`config.mk`:
```
export PLATFORM = sky130hd
export DESIGN_NAME = start_token_fifo_srl
export DESIGN_NICKNAME = d
export VERILOG_FILES = /design/src/rtl/start_token_fifo_srl_pkg.sv /design/src/rtl/start_token_srl_store.sv /design/src/rtl/start_token_fifo_srl.sv
export SDC_FILE = /design/constraint.sdc
export NUM_CORES = 1
export LEC_CHECK = 0
export CAP_MARGIN = 10
export CELL_PAD_IN_SITES_DETAIL_PLACEMENT = 0
export CELL_PAD_IN_SITES_GLOBAL_PLACEMENT = 1
export CORE_ASPECT_RATIO = 0.7
export CORE_MARGIN = 10
export CORE_UTILIZATION = 35
export CTS_BUF_LIST = sky130_fd_sc_hd__clkbuf_2 sky130_fd_sc_hd__clkbuf_4 sky130_fd_sc_hd__clkbuf_8
export DETAILED_ROUTE_END_ITERATION = 7
export GPL_ROUTABILITY_DRIVEN = 0
export GPL_TIMING_DRIVEN = 0
export PLACE_DENSITY_LB_ADDON = 0.1
export SYNTH_ARGS = -nofsm -noshare
export SYNTH_HDL_FRONTEND = slang
export SYNTH_SLANG_ARGS = --single-unit
export TNS_END_PERCENT = 30
```
`constraint.sdc`:
```
create_clock -name clk -period 2.9 [get_ports clk]
set_input_delay 0.29 -clock clk [delete_from_list [all_inputs] [get_ports clk]]
set_output_delay 0.29 -clock clk [all_outputs]
set_load 0.03 [all_outputs]
```
`src/rtl/start_token_fifo_srl_pkg.sv`:
```
// Shared constants and types for the start-token FIFO that carries the HLS
// start/ready token between dataflow processes.
package start_token_fifo_srl_pkg;

  localparam int START_TOKEN_W      = 1;
  localparam int FIFO_DEPTH_DEFAULT = 13;
  localparam int FIFO_ADDR_W        = 4;

  // Occupancy holds 0..DEPTH, so it needs one bit more than the read address.
  typedef logic [FIFO_ADDR_W:0] occ_t;

endpackage

```
`src/rtl/start_token_srl_store.sv`:
```
// Shift-register token store: a push shifts every slot up by one and loads slot 0.
// The storage has no reset.
module start_token_srl_store #(
  parameter int DATA_WIDTH = 1,
  parameter int ADDR_WIDTH = 4,
  parameter int DEPTH      = 13
) (
  input  logic                  clk,
  input  logic                  we,
  input  logic [ADDR_WIDTH-1:0] addr,
  input  logic [DATA_WIDTH-1:0] din,
  output logic [DATA_WIDTH-1:0] dout
);

  logic [DATA_WIDTH-1:0] store [DEPTH];

  always_ff @(posedge clk) begin
    if (we) begin
      store[0] <= din;
      for (int i = 1; i < DEPTH; i++) store[i] <= store[i-1];
    end
  end

  // Decoded read mux; addresses at or beyond DEPTH only occur when the FIFO is empty.
  always_comb begin
    dout = '0;
    for (int i = 0; i < DEPTH; i++) begin
      if (addr == ADDR_WIDTH'(i)) dout = store[i];
    end
  end

endmodule

```
`src/rtl/start_token_fifo_srl.sv`:
```
// First-word-fall-through start-token FIFO: shift-register store plus
// registered full/empty flags derived from the next occupancy.
//   state   | meaning
//   EMPTY   | count == 0, if_empty_n = 0
//   PARTIAL | 1 <= count <= DEPTH-1, both flags high
//   FULL    | count == DEPTH, if_full_n = 0
module start_token_fifo_srl
  import start_token_fifo_srl_pkg::*;
#(
  parameter int DATA_WIDTH = START_TOKEN_W,
  parameter int ADDR_WIDTH = 4,
  parameter int DEPTH      = FIFO_DEPTH_DEFAULT
) (
  input  logic                  clk,
  input  logic                  reset,
  output logic                  if_full_n,
  input  logic                  if_write_ce,
  input  logic                  if_write,
  input  logic [DATA_WIDTH-1:0] if_din,
  output logic                  if_empty_n,
  input  logic                  if_read_ce,
  input  logic                  if_read,
  output logic [DATA_WIDTH-1:0] if_dout
);

  localparam logic [ADDR_WIDTH:0] CNT_FULL = (ADDR_WIDTH+1)'(DEPTH);
  localparam logic [ADDR_WIDTH:0] CNT_ONE  = (ADDR_WIDTH+1)'(1);

  logic                  push, pop;
  logic [ADDR_WIDTH:0]   count, count_next, count_m1;
  logic [ADDR_WIDTH-1:0] rd_addr;

  assign push = if_write & if_write_ce & if_full_n;
  assign pop  = if_read & if_read_ce & if_empty_n;

  always_comb begin
    count_next = count;
    if (push && !pop)      count_next = count + CNT_ONE;
    else if (pop && !push) count_next = count - CNT_ONE;
  end

  // Newest token sits in slot 0, so the oldest lives at count-1.
  assign count_m1 = count - CNT_ONE;
  assign rd_addr  = count_m1[ADDR_WIDTH-1:0];

  always_ff @(posedge clk or posedge reset) begin
    if (reset) begin
      count      <= '0;
      if_empty_n <= 1'b0;
      if_full_n  <= 1'b1;
    end else begin
      count      <= count_next;
      if_empty_n <= (count_next != '0);
      if_full_n  <= (count_next != CNT_FULL);
    end
  end

  start_token_srl_store #(
    .DATA_WIDTH (DATA_WIDTH),
    .ADDR_WIDTH (ADDR_WIDTH),
    .DEPTH      (DEPTH)
  ) u_store (
    .clk  (clk),
    .we   (push),
    .addr (rd_addr),
    .din  (if_din),
    .dout (if_dout)
  );

endmodule
```
Word level (Yosys, flattened, before mapping)
Memory sizes are Yosys's and may differ from the RTL's.
Cells that the tools add are included.

storage, ports and cells
  bits in writable memories = 13
  word-level logic and storage cells = 46
  output and inout port bits = 3
  bits of input ports = 7
  register bits = 7
  memories = 1

operators by class
  reduce and logical (&&, ||, !) cells = 6
  $add $sub $neg = 2
  bitwise logic cells = 4
  equal/unequal tests = 13
  multiplexer cells = 17

memory list
  name           depth  width  rd ports  clocked after memory_dff  write ports  RTL line                     source
  u_store.store  13     1      13        0                         13           start_token_srl_store.sv:15  logic [DATA_WIDTH-1:0] store [DEPTH];

operators by type and width
  operator                                                number
  equality test 4 bit (second input constant)             5
  equality test 4 x 3 -> 1 bit (second input constant)    4
  two-way mux 1 bit                                       15
  two-way mux 5 bit                                       2
  equality test 4 x 2 -> 1 bit (second input constant)    2
  adder 5 x 1 -> 5 bit (second input constant)            1
  inequality test 5 x 4 -> 1 bit (second input constant)  1
  nonzero test 5 bit                                      1
  subtractor 5 x 1 -> 5 bit (second input constant)       1
  AND 1 bit                                               4
  equality test 4 x 1 -> 1 bit (second input constant)    1
  zero test 4 bit                                         1
  logical AND 1 bit                                       2
  zero test 1 bit                                         2

Depth between registers and ports, before layout
Gate-level depths: netlist (run 1).

  depth after elaboration = 15
  depth in mapped cells = 7
  gate-level depth less buffers = 7

By module
A second synthesis (run 1) with hierarchy kept.

unflattened totals
  cell total of the unflattened synthesis = 68
  area total of the unflattened synthesis = 944.7 µm²

by module, submodules not included
  module                 cells an instance  sequential area each (µm²)  instances  area an instance (µm²)
  start_token_srl_store  25                 390.4                       1          523.0
  start_token_fifo_srl   43                 176.4                       1          421.7

Worst setup path before layout (run 1)
OpenSTA, ideal clock, no wires.

  kind = reg-to-output
  from = reg count[1]
  to = out if_dout
  cell stages (with the launch flop) = 8
  buffers on the path = 0
  arrival time = 1.806 ns
  slack = 0.804 ns
  data required time = 2.610 ns
  cells stage by stage = dfrtp_1 > inv_1 > ha_1 > nor2b_2 > a22o_1 > mux4_2 > a211oi_1 > nor2_1

on the way
  word-level cells in the longest chain between the ends = 15
  elaborated cells on any way between the ends = 27
  classes of those cells = add/sub: 1; eq/ne: 12; mux: 13; reduce/logical: 1

RTL lines
  what                             RTL line                     source
  start, declared                  start_token_fifo_srl.sv:30   logic [ADDR_WIDTH:0] count, count_next, count_m1;
  start signal, assigned           start_token_fifo_srl.sv:52   count <= count_next;
  subtractor 5 x 1 -> 5 bit *      start_token_fifo_srl.sv:43   assign count_m1 = count - CNT_ONE;
  zero test 4 bit                  start_token_srl_store.sv:28  if (addr == ADDR_WIDTH'(i)) dout = store[i];
  two-way mux 1 bit (12 in a row)  start_token_srl_store.sv:28
  two-way mux 1 bit *              start_token_srl_store.sv:28
  end, declared                    start_token_fifo_srl.sv:23   output logic [DATA_WIDTH-1:0] if_dout

Mark *: on every way between the ends. The rest lies on a longest branch, timed or not.

Worst setup path after layout (run 1)
Ends and elaborated chain as after synthesis.

==> results of run 1 <==
[kinds of logic after synthesis]
kind of cell / share of synthesized area
AO/OA/AOI/OAI: 0.101
XOR/XNOR: 0.0546
adder cells (fa/ha/maj): 0.0520
buffers and inverters: 0.0442
flip-flops: 0.589
multiplexers: 0.0338
AND/OR/NAND/NOR: 0.125
[flip-flops by register name, summed over array words and instances, names as in the netlist]
signal,flops
if_full_n,1
count,5
if_empty_n,1
u_store.store,13
[power by group through the flow]
| stage | logic (W) | registers [W] | clock network (W) |
|---|---|---|---|
| floorplan | 0.000373 | 0.000443 | 0 |
| global placement | 0.000543 | 0.000436 | 0 |
| detailed placement | 0.000547 | 0.000438 | 0 |
| CTS | 0.000533 | 0.000432 | 0.000192 |
| global route | 0.000593 | 0.000445 | 0.000204 |
| finish | 0.000528 | 0.000433 | 0.000181 |
[cell usage in the layout (no fill, tap or decap), types with 2 or more instances in the layout]
cell type	instances
nand2_1	3
nor3_1	3
dfrtp_1	5
xnor2_1	2
edfxtp_1	13
nand3_1	2
clkdlybuf4s50_1	8
inv_1	9
nand4_1	4
ha_1	3
a22o_1	2
and3_1	2
nor2_1	6
xor2_1	4
clkbuf_8	3
[final cells by class]
class                           instances  area share
Sequential cell                        20       0.497
Multi-Input combinational cell         48       0.311
Timing Repair Buffer                    9      0.0778
Tap cell                               34      0.0372
Clock buffer                            3      0.0361
Inverter                                9      0.0296
Buffer                                  2     0.00767
Clock inverter                          1     0.00329
[cell usage after synthesis, types with 2 or more instances]
master	n
a22o_1	2
and3_1	2
dfrtp_1	6
edfxtp_1	13
ha_1	4
inv_1	9
nand2_1	3
nand3_1	2
nand4_1	4
nor2_1	6
nor3_1	3
xnor2_1	2
xor2_1	4
[what timing repair did]
item,4_1_cts,5_1_grt
gates resized for setup,1,2
pin swaps,0,0
setup endpoints to repair,1,1
[metal layers]
layer,part of all wire,routed length [um],vias up
met1,0.55,1030,302
met5,0,0,-
li1,-,-,313
met3,0.087,163,5
met2,0.34,641,25
met4,0.019,36,0
[metrics by stage]
stage	instances	area [um^2]	power [W]	hold slack, ns
after floorplan	79	962	0.000815	0.0927
after global placement	122	1090	0.000979	0.431
final	126	1140	0.00114	0.256
after CTS	126	1140	0.00116	0.251
after detailed placement	122	1090	0.000985	0.434
after global routing	126	1140	0.00124	0.266
[final timing paths]
path | startpoint | endpoint | slack (ns) | cells past startpoint
worst max-delay path | count[1] | if_dout | 0.18 | 8
worst min-delay path | reset | count[4] | 0.26 | 2
worst max register to register | if_full_n | if_full_n | 0.87 | 6
worst min register to register | u_store.store[0][7] | u_store.store[1][0] | 0.45 | 0
max in group asynchronous | reset | if_full_n | 2.37 | 2
min in group clk | u_store.store[0][7] | u_store.store[1][0] | 0.45 | 0
==> results.ini, run 1 <==
[finish]
multi_input_area_um2 = 355
fin_util = 0.451
nets = 104
fillers = 243
regArea_um2 = 568
syn2layout_area_growth_pct = 18.7
drive_gt1_frac = 0.109
n_antenna_cell = 0

[critical_path]
cp.required_ns = 2.61
worstPathMaxFanout = 7
crit_buf_inv = 2
critical-path-top-delay-family = multiplexers
path_class = flip-flop to output port
cp_slowest_stage_delay_ns = 0.45
crit_arrival_ns = 2.43
end_kind = output port
path_cells = inv_1 -> ha_1 -> nor2b_2 -> a22o_1 -> mux4_2 -> a211oi_1 -> nor2_1 -> dlygate4sd2_1
critPathLaunchType = flip-flop
critical-path-slowest-cell = mux4_2

[global_routing]
grt_util_met3 = 0.0405
grt_busiest_layer = met1
globalRouteMet2Util = 0.0875
grt_use_met1 = 0.110
grt_pass1_vias = 594
grt_pass1_wl_mm = 3.01
track_usage = 0.0759
antenna_found_initial = 0
grt_overflow_total = 0
grt_max_degree = 16

[yosys]
synth_area_um2 = 962
synth-edff-count = 13
avgSynthCellArea_um2 = 12.2
synth_top_area_frac = 0.406
yosys.area.top_type = edfxtp_1
synth_area_leaders = edfxtp_1 41%, dfrtp_1 16%, ha_1 5.2%
syn-num-nets = 90
yosysWarnings = 0
ys_ff_latch = 20
synthDistinctLibCells = 32
yosysSeqAreaShare = 0.589
synth_ff_type = edfxtp_1
syn_inst = 79
postSynth.asyncResetShare = 0.350

[cts]
clk_pin_slew_ns = 0.07
clkSinkCount = 20
holdBufCountCts = 0
numCtsBuffers = 3
tritoncts = yes
cts_buffer_depth = 2
clockRootBuffer = clkbuf_8
cts_setup_buffers = 0
clk_latency_ns = 0.26
h-tree-depth = 1

[power]
p_int_w = 0.000691
power_frac_clock = 0.159
ir_drop_mv = 0.362
power_density_nw_per_um2 = 1000
switching_share = 0.395
combinationalPowerShare = 0.462
switchingPower_w = 0.000451
leakage_nw = 0.454
power_frac_seq = 0.379

[die]
fp.dieH_um = 63.9
ios = 10
die_w_um = 82.7
rows = 15
core_area_um2 = 2530
dieArea_um2 = 5280
start_util = 0.380

[sta]
setup_violations = 0
slew_violations = 0
clock_skew_ns = 0.00137
setup_tns_ns = 0
slew_headroom = 0.596
setup_ws_ns = 0.183
post-route-period-util = 0.937
worstMarginPinSlew_ns = 0.605
final-hold-violation-count = 0
max_freq_mhz = 368
rsz0062_at_grt = no
finalCriticalPeriod_ns = 2.72

[placement]
portBuffers = 9
post-place-ws_ns = 0.141
post-dp-hpwl_mm = 1.39

[status]
status = completed

[route]
ant_nets = 0
wl_per_cell_um = 14.8
finalWirelength_mm = 1.87
num_vias = 645
drt-pass1-iter-count = 4
via_per_inst = 5.12
drt_iter0_drc = 38
drc = 0

[hold_path]
hold_class = input port to async pin

[job]
max_cap_viol_count = 0

Note: power is estimated with default switching activity, not from simulation.
==> run 2: changes to the inputs <==
- TNS_END_PERCENT: 30 -> 20
==> results of run 2 <==
No change in the layout: final DEF, timing and power equal those of run 1.
==> run 3: changes to the inputs <==
- SYNTH_HIERARCHICAL: default -> 1
- clock period: 2.9 -> 2.74 ns (I/O delays scaled with it)
==> results.ini, run 3 <==
[route]
drt-pass1-iter-count = 4
ant_nets = 0
finalWirelength_mm = 1.61
drc = 0
num_vias = 563
drt_iter0_drc = 19
via_per_inst = 4.90
wl_per_cell_um = 14.0

[cts]
clockRootBuffer = clkbuf_8
cts_buffer_depth = 2
h-tree-depth = 1
cts_setup_buffers = 0
cts_resized = 4
tritoncts = yes
clk_latency_ns = 0.26
clkSinkCount = 20
numCtsBuffers = 3
holdBufCountCts = 0
clk_pin_slew_ns = 0.07

[sta]
holdWs_ns = 0.243
post-route-period-util = 0.911
worstMarginPinSlew_ns = 0.555
setup_violations = 0
slew_headroom = 0.630
finalCriticalPeriod_ns = 2.50
rsz0062_at_grt = no
final-hold-violation-count = 0
max_freq_mhz = 401
slew_violations = 0
clock_skew_ns = 0.00124

[yosys]
yosysSeqAreaShare = 0.600
ys_ff_latch = 20
synth_area_leaders = edfxtp_1 41%, dfrtp_1 16%, mux4_2 4.8%
synth.most_common_cell = edfxtp_1
synth_ff_type = edfxtp_1
synthDistinctLibCells = 29
postSynth.asyncResetShare = 0.350
synth-edff-count = 13
avgSynthCellArea_um2 = 13.9
synth_area_um2 = 945
syn_inst = 68
synth_top_area_frac = 0.413
yosys-top-cells-count = 13 x edfxtp_1, 6 x dfrtp_1, 6 x inv_1, 4 x mux2i_1, 4 x nor2_1
yosysWarnings = 6
syn-num-nets = 77
yosys.area.top_type = edfxtp_1

[die]
rows = 15
ios = 10
fp.dieH_um = 63.5
die_w_um = 82.1
start_util = 0.376
core_area_um2 = 2510
dieArea_um2 = 5210

[critical_path]
cp_common_cell = mux2i_1
rr_endpoint = if_empty_n
crit_buf_inv = 3
end_kind = output port
cp_slowest_stage_delay_ns = 0.46
critical-path-top-delay-family = multiplexers
path_class = flip-flop to output port
r2r_cells = 6
critical-path-slowest-cell = mux4_2
path_cells = inv_2 -> ha_2 -> xor2_1 -> buf_6 -> mux2i_1 -> mux4_2 -> mux2i_1 -> buf_4
crit_arrival_ns = 2.22
worstPathMaxFanout = 6
cp.required_ns = 2.47
reg2reg_from = if_full_n
critPathLaunchType = flip-flop
r2r_setup_slack_ns = 0.47

[finish]
layout_common_cells = 13 x edfxtp_1, 8 x clkdlybuf4s50_1, 5 x inv_1, 5 x dfrtp_1
drive_gt1_frac = 0.235
multi_input_area_um2 = 347
fillers = 238
regMostFlops = u_store/store
syn2layout_area_growth_pct = 21.7
final_common_cell = edfxtp_1
regArea_um2 = 568
largest_reg_flops = 13
fin_util = 0.457
nets = 91
top_regs = u_store/store (13), count (5)
n_antenna_cell = 0

[global_routing]
grt_max_degree = 17
antenna_found_initial = 0
grt_pass1_vias = 550
grt_overflow_total = 0
grt_pass1_wl_mm = 2.67
track_usage = 0.0689

[placement]
portBuffers = 9
post-dp-hpwl_mm = 1.27

[status]
status = completed

[power]
ir_drop_mv = 0.429
power_w = 0.00138
leakage_nw = 0.439
power_density_nw_per_um2 = 1200

[hold_path]
hold_class = input port to async pin

[job]
max_cap_viol_count = 0

run 3: changes by cell type after synthesis, sizes merged, moves of 3 or more:
cell / previous run / this run
nand4: 4 / 1
inv: 9 / 6
mux2i: 1 / 4
nand2: 3 / 0
run 3: layout make-up:
cell class,count,share of cell area
flip-flops and latches,20,0.494
inverters,6,0.0196
multi-input cells,41,0.301
well taps,34,0.0370
plain buffers,1,0.00979
repair buffers,9,0.0762
clock inverters,1,0.0261
clock buffers,3,0.0359
run 3: worst max-delay path by stage:
| stage | startpoint | end | slack [ns] | cells past startpoint |
|---|---|---|---|---|
| after floorplan | count[0] | if_dout | 0.36 | 7 |
| after global placement | count[0] | if_dout | -0.15 | 8 |
| after detailed placement | count[0] | if_dout | -0.13 | 8 |
| after CTS | count[0] | if_dout | 0.02 | 8 |
| after global routing | count[0] | if_dout | 0.03 | 8 |
| final | count[0] | if_dout | 0.24 | 8 |
run 3: cell families after synthesis:
family          Yosys count  share of synthesized area
simple gates             18                      0.126
fa+ha+maj                 2                     0.0265
flops                    20                      0.600
xor+xnor                  5                     0.0464
compound gates            9                     0.0636
mux                       7                      0.102
buf+inv                   7                     0.0358
run 3: metrics by stage:
step / cells / setup TNS (ns) / setup slack, ns / instance area, um^2
floorplan: 68 / 0 / 0.358 / 945
global placement: 111 / -0.147 / -0.147 / 1080
detailed placement: 111 / -0.131 / -0.131 / 1080
CTS: 115 / 0 / 0.0230 / 1150
global route: 115 / 0 / 0.0258 / 1150
finish: 115 / 0 / 0.245 / 1150
run 3: routing by layer:
metal  wire, um  share of wire  track usage
met2        647           0.40       0.0820
met4         10         0.0062       0.0191
met3         75          0.047       0.0354
met1        872           0.54        0.102
met5          0              0            0
run 3: power by group:
group | leakage [nW] | switching [W] | internal (W)
logic | 0.204 | 0.000318 | 0.000315
clock network | 0.0357 | 0.0000955 | 0.000195
registers | 0.200 | 0.0000644 | 0.000396
total | 0.439 | 0.000478 | 0.000906
